[src/rtl/riscv_pkg.sv]
// Shared fetch-side types and constants for the RV32 pipeline.
package riscv_pkg;

  localparam logic [31:0] NOP_INSTR = 32'h0000_0013;

  typedef enum logic [1:0] {
    BOOT,
    FETCH,
    HOLD
  } fetch_state_t;

endpackage

[src/rtl/if_id_reg.sv]
// IF/ID pipeline register: flush beats stall, and a missing load inserts a bubble.
module if_id_reg
  import riscv_pkg::*;
(
  input  logic        clk,
  input  logic        reset,
  input  logic        stall_i,
  input  logic        flush_i,
  input  logic        load_i,
  input  logic [31:0] instr_i,
  input  logic [31:0] pc_i,
  output logic [31:0] instr_o,
  output logic [31:0] pc_o,
  output logic [31:0] pc_plus4_o,
  output logic        valid_o
);

  logic [31:0] instr_q, instr_d;
  logic [31:0] pc_q, pc_d;
  logic [31:0] pc_plus4_q, pc_plus4_d;
  logic        valid_q, valid_d;

  always_comb begin
    instr_d    = instr_q;
    pc_d       = pc_q;
    pc_plus4_d = pc_plus4_q;
    valid_d    = valid_q;
    if (flush_i) begin
      instr_d = NOP_INSTR;
      valid_d = 1'b0;
    end else if (stall_i) begin
      // hold everything
    end else if (load_i) begin
      instr_d    = instr_i;
      pc_d       = pc_i;
      pc_plus4_d = pc_i + 32'd4;
      valid_d    = 1'b1;
    end else begin
      // bubble keeps PCD/PCPlus4D so decode still sees the last real PC
      instr_d = NOP_INSTR;
      valid_d = 1'b0;
    end
  end

  always_ff @(posedge clk) begin
    if (reset) begin
      instr_q    <= NOP_INSTR;
      pc_q       <= 32'd0;
      pc_plus4_q <= 32'd0;
      valid_q    <= 1'b0;
    end else begin
      instr_q    <= instr_d;
      pc_q       <= pc_d;
      pc_plus4_q <= pc_plus4_d;
      valid_q    <= valid_d;
    end
  end

  assign instr_o    = instr_q;
  assign pc_o       = pc_q;
  assign pc_plus4_o = pc_plus4_q;
  assign valid_o    = valid_q;

endmodule

[src/rtl/fetch_stage.sv]
// Instruction fetch stage: PC, BOOT/FETCH/HOLD sequencing, one-entry stall buffer.
// Optional FetchCount accept counter enabled by macro FETCH_PERF_CNT_EN.
module fetch_stage
  import riscv_pkg::*;
#(
  parameter logic [31:0] RESET_PC = 32'h0000_0000
) (
  input  logic        clk,
  input  logic        reset,
  input  logic        StallD,
  input  logic        FlushD,
  input  logic        PCSrcE,
  input  logic [31:0] PCTargetE,
  output logic        IMemReq,
  output logic [31:0] IMemAddr,
  input  logic        IMemValid,
  input  logic [31:0] IMemRData,
`ifdef FETCH_PERF_CNT_EN
  output logic [31:0] FetchCount,
`endif
  output logic [31:0] InstrD,
  output logic [31:0] PCD,
  output logic [31:0] PCPlus4D,
  output logic        ValidD
);

  fetch_state_t state_q, state_d;
  logic [31:0]  pc_q, pc_d;
  logic [31:0]  buf_instr_q, buf_instr_d;
  logic [31:0]  buf_pc_q, buf_pc_d;
  logic         avail, accept;
  logic [31:0]  fetch_instr, fetch_pc;

  always_comb begin
    state_d     = state_q;
    buf_instr_d = buf_instr_q;
    buf_pc_d    = buf_pc_q;
    IMemReq     = 1'b0;
    avail       = 1'b0;
    fetch_instr = IMemRData;
    fetch_pc    = pc_q;
    case (state_q)
      BOOT: state_d = FETCH;
      FETCH: begin
        IMemReq = 1'b1;
        avail   = IMemValid;
        // park the response so the memory is not re-read while decode stalls
        if (IMemValid && StallD && !FlushD && !PCSrcE) begin
          buf_instr_d = IMemRData;
          buf_pc_d    = pc_q;
          state_d     = HOLD;
        end
      end
      HOLD: begin
        avail       = 1'b1;
        fetch_instr = buf_instr_q;
        fetch_pc    = buf_pc_q;
        if (!StallD && !FlushD && !PCSrcE) state_d = FETCH;
      end
      default: state_d = BOOT;
    endcase
    if (PCSrcE) begin
      buf_instr_d = NOP_INSTR;
      buf_pc_d    = 32'd0;
      state_d     = FETCH;
    end
  end

  assign accept = avail & ~StallD & ~FlushD & ~PCSrcE;

  always_comb begin
    pc_d = pc_q;
    if (PCSrcE)      pc_d = PCTargetE;
    else if (accept) pc_d = pc_q + 32'd4;
  end

  always_ff @(posedge clk) begin
    if (reset) begin
      state_q     <= BOOT;
      pc_q        <= RESET_PC;
      buf_instr_q <= NOP_INSTR;
      buf_pc_q    <= 32'd0;
    end else begin
      state_q     <= state_d;
      pc_q        <= pc_d;
      buf_instr_q <= buf_instr_d;
      buf_pc_q    <= buf_pc_d;
    end
  end

  assign IMemAddr = pc_q;

  if_id_reg u_if_id_reg (
    .clk        (clk),
    .reset      (reset),
    .stall_i    (StallD),
    .flush_i    (FlushD),
    .load_i     (accept),
    .instr_i    (fetch_instr),
    .pc_i       (fetch_pc),
    .instr_o    (InstrD),
    .pc_o       (PCD),
    .pc_plus4_o (PCPlus4D),
    .valid_o    (ValidD)
  );

`ifdef FETCH_PERF_CNT_EN
  logic [31:0] fetch_cnt_q;

  always_ff @(posedge clk) begin
    if (reset)       fetch_cnt_q <= 32'd0;
    else if (accept) fetch_cnt_q <= fetch_cnt_q + 32'd1;
  end

  assign FetchCount = fetch_cnt_q;
`endif

endmodule

[config.mk]
export PLATFORM = sky130hd
export DESIGN_NAME = fetch_stage
export DESIGN_NICKNAME = d
export VERILOG_FILES = /design/src/rtl/riscv_pkg.sv /design/src/rtl/if_id_reg.sv /design/src/rtl/fetch_stage.sv
export SDC_FILE = /design/constraint.sdc
export NUM_CORES = 1
export LEC_CHECK = 0
export ABC_AREA = 1
export CORE_ASPECT_RATIO = 0.8
export CORE_MARGIN = 2
export CORE_UTILIZATION = 30
export DETAILED_ROUTE_END_ITERATION = 6
export GPL_TIMING_DRIVEN = 0
export MAX_ROUTING_LAYER = met4
export PLACE_DENSITY = 0.56
export SLEW_MARGIN = 15
export SYNTH_ARGS = -nofsm -noshare
export SYNTH_HDL_FRONTEND = slang
export SYNTH_SLANG_ARGS = --single-unit
[constraint.sdc]
create_clock -name clk -period 4.8 [get_ports clk]
set_input_delay 1.44 -clock clk [delete_from_list [all_inputs] [get_ports clk]]
set_output_delay 1.44 -clock clk [all_outputs]
set_load 0.005 [all_outputs]
==> results of run 1 <==
cell usage in the layout (no fill, tap or decap), types with 13 or more instances in the layout:
cell / instances
clkbuf_1: 49
nor2_1: 180
clkdlybuf4s50_1: 197
nand3_1: 52
nor3_1: 18
inv_1: 128
nand2_1: 409
buf_2: 18
clkbuf_16: 17
a31oi_1: 13
o21ai_0: 162
a21oi_1: 130
dfxtp_1: 193
flip-flops by register name (all words and copies together), names as in the netlist:
signal and flops:
u_if_id_reg.instr_o 32, buf_pc_q 32, u_if_id_reg.pc_plus4_o 32, IMemAddr 32
u_if_id_reg.pc_o 30, state_q 2, buf_instr_q 32, u_if_id_reg.valid_o 1
power by group through the flow:
stage               Sequential (mW)  Combinational [mW]  Clock [mW]
finish                         1.66               0.334        1.53
global route                   1.67               0.365        1.62
CTS                            1.66               0.331        1.56
detailed placement             1.70               0.330           0
global placement               1.70               0.328           0
floorplan                      1.69               0.143           0
cells by family after synthesis:
group,Yosys count,synth area share (%)
buf+inv,211,9.195
simple gates,687,29.63
xor+xnor,10,0.9411
flops,193,41.51
fa+ha+maj,6,0.8065
compound gates,322,17.92
synth_stat cells (all sizes together), types with 3 or more instances:
cell type,n,share of area (%)
xor2,8,0.75
ha,6,0.81
nand3,52,2.8
nand3b,9,0.73
nand2,410,17
nand4,7,0.47
nor2,186,7.8
a31oi,13,0.87
dfxtp,193,42
buf,29,1.9
nor3,18,0.97
a21boi,4,0.32
a21oi,130,7.0
inv,131,5.3
o211ai,3,0.24
clkbuf,49,2.0
o21ai,166,8.9
or2,4,0.27
final cells by class:
| class | instances | area (um^2) |
|---|---|---|
| repair buffers | 197 | 1972 |
| clock inverters | 14 | 183.9 |
| multi-input cells | 1025 | 4588 |
| flip-flops and latches | 193 | 3864 |
| inverters | 133 | 499.2 |
| fillers | 3264 | 18030 |
| well taps | 413 | 516.7 |
| plain buffers | 78 | 356.6 |
| clock buffers | 18 | 439.2 |
stage by stage:
stage          utilization, %  power (mW)
5_1_grt                 40.78       3.653
6_report                40.78       3.528
4_1_cts                 40.78       3.548
3_5_place_dp            38.74       2.029
3_3_place_gp            38.74       2.027
2_1_floorplan               -       1.830
path summary, 6_finish.rpt:
kind              slack [ns]                    endpoint  cells after the start            from
setup / recovery        1.43  u_if_id_reg.pc_plus4_o[31]                      8          FlushD
hold / removal          0.45              buf_instr_q[8]                      2  buf_instr_q[8]
setup reg to reg        1.96  u_if_id_reg.pc_plus4_o[29]                      9      state_q[0]
hold reg to reg         0.45              buf_instr_q[8]                      2  buf_instr_q[8]
worst max-delay path, cell delays in order:
cell             delay (ns)
clkdlybuf4s50_1        0.48
nor2_1                 0.21
nand2_1                0.13
nor2_4                 0.37
clkbuf_1               0.62
nand2_1                0.21
a21oi_1                0.18
nor2_1                 0.06
per-layer routing:
metal | part of all wire (%) | GRT usage [%] | vias up
met2 | 42 | 35.03 | 383
met5 | 0 | - | -
li1 | - | - | 5008
met4 | 1.1 | 5.084 | 0
met1 | 50 | 35.15 | 4797
met3 | 7.4 | 4.419 | 30
==> impl_metrics.py, run 1 <==
metrics = {
    "placement": {
        "dp_cells": 2039,
        "gp_congestion": 0.9087,
        "pre_cts_slack_ns": 1.011,
        "dp_hpwl_mm": 29.72,
        "port_buffers": 197,
        "dpl_cell_area_um2": 11800,
    },
    "synth": {
        "synth_flop_cell": "dfxtp_1",
        "syn_area_um2": 9308,
        "ys_ff_latch": 193,
        "synth.net_count": 1505,
        "syn_inst": 1429,
        "synth-seq-area-share_pct": 41.51,
        "async_reset_ff_share_pct": 0,
        "yosysWarnings": 0,
        "postSynthAreaPerCell_um2": 6.513,
        "yosysUniqueCellTypes": 35,
        "synth-edff-count": 0,
    },
    "drt": {
        "first_pass_iters": 5,
        "route.antenna.remaining_nets": 0,
        "wl_per_cell_um": 18.79,
        "drc": 0,
        "vias": 10220,
        "wirelength_mm": 38.91,
        "drt_iter0_drc": 941,
        "avgViaCountPerCell": 4.934,
    },
    "worst_setup_path": {
        "arrival_ns": 3.71,
        "path_max_fanout": 10,
        "startpoint_type": "input pin",
        "cp-end-kind": "register",
        "worstPathRequired_ns": 5.14,
        "path_class": "in -> reg",
    },
    "grt": {
        "grt_pass1_wl_mm": 57.83,
        "grt_pass1_vias": 9380,
        "grt_use_total_pct": 24.30,
        "grt_overflow": 0,
        "grt_max_degree": 21,
        "antenna_found_initial": 0,
    },
    "power": {
        "internal-power_mw": 2.535,
        "swShare_pct": 28.15,
        "p_leak_nw": 4.909,
        "clkPwrFrac_pct": 43.4,
        "p_per_area_nw_per_um2": 284.1,
        "seqPwrFrac_pct": 47.1,
        "power.switching_uw": 993.4,
        "p_comb_share_pct": 9.5,
        "ir_drop_mv": 0.2173,
    },
    "die": {
        "rows": 57,
        "die_h_um": 161.5,
        "die_x_um": 200.9,
        "dieArea_um2": 32460,
        "core_area_um2": 30450,
        "ios": 200,
        "initial_core_util_pct": 30.56,
    },
    "clock_network": {
        "clk_pin_slew_ns": 0.08,
        "clock_path_buffers": 2,
        "cts_hold_buf": 0,
        "insertion_delay_ns": 0.45,
        "post-cts-setup-buffer-count": 0,
        "cts_tree": "done",
        "cts-buffers-inserted": 17,
        "cts_root_buf": "clkbuf_16",
        "cts_resized": 0,
        "cts_sinks": 193,
        "cts_max_level": 4,
    },
    "sta": {
        "fin_crit_sh_pct": 70.22,
        "setup_viol": 0,
        "worst_pin_slew_ns": 1.016,
        "drv_slew": 0,
        "rsz0062_at_grt": "no",
        "whs_ns": 0.4512,
        "final_hold_viol_count": 0,
        "relSlewSlack_pct": 31.54,
        "layout_setup_ws_ns": 1.429,
        "fmax_mhz": 296.7,
        "tns_ns": 0,
        "clock_skew_ns": 0.01178,
        "post-route-min-period_ns": 3.371,
    },
    "worst_hold_path": {
        "hold_path_class": "reg -> reg",
    },
    "final_layout": {
        "layout-drive-gt1-share_pct": 4.463,
        "final_area_um2": 12420,
        "synthToLayoutAreaGrowth_pct": 33.43,
        "instances_no_fill": 2071,
        "num_antenna_cells": 0,
        "nets": 1721,
    },
    "outcome": {
        "status": "complete, no violations",
    },
    "run": {
        "cap_violations": 0,
    },
}
No activity file was read; power rests on OpenSTA's default activity.
==> run 2: changes to the inputs <==
==> constraint.sdc (replaced) <==
create_clock -name clk -period 3.5 [get_ports clk]
set_input_delay 1.05 -clock clk [delete_from_list [all_inputs] [get_ports clk]]
set_output_delay 1.05 -clock clk [all_outputs]
set_load 0.005 [all_outputs]
==> results of run 2 <==
The final DEF is identical to that of run 1. Status: complete, no violations.
Main changes from that run: setup slack after placement 1.011 ns -> 0.1012 ns; setup slack after layout 1.429 ns -> 0.5192 ns; register-to-register setup slack 1.96 ns -> 0.66 ns; total power 3.528 mW -> 4.839 mW; worst IR drop on VDD 0.2173 mV -> 0.2979 mV
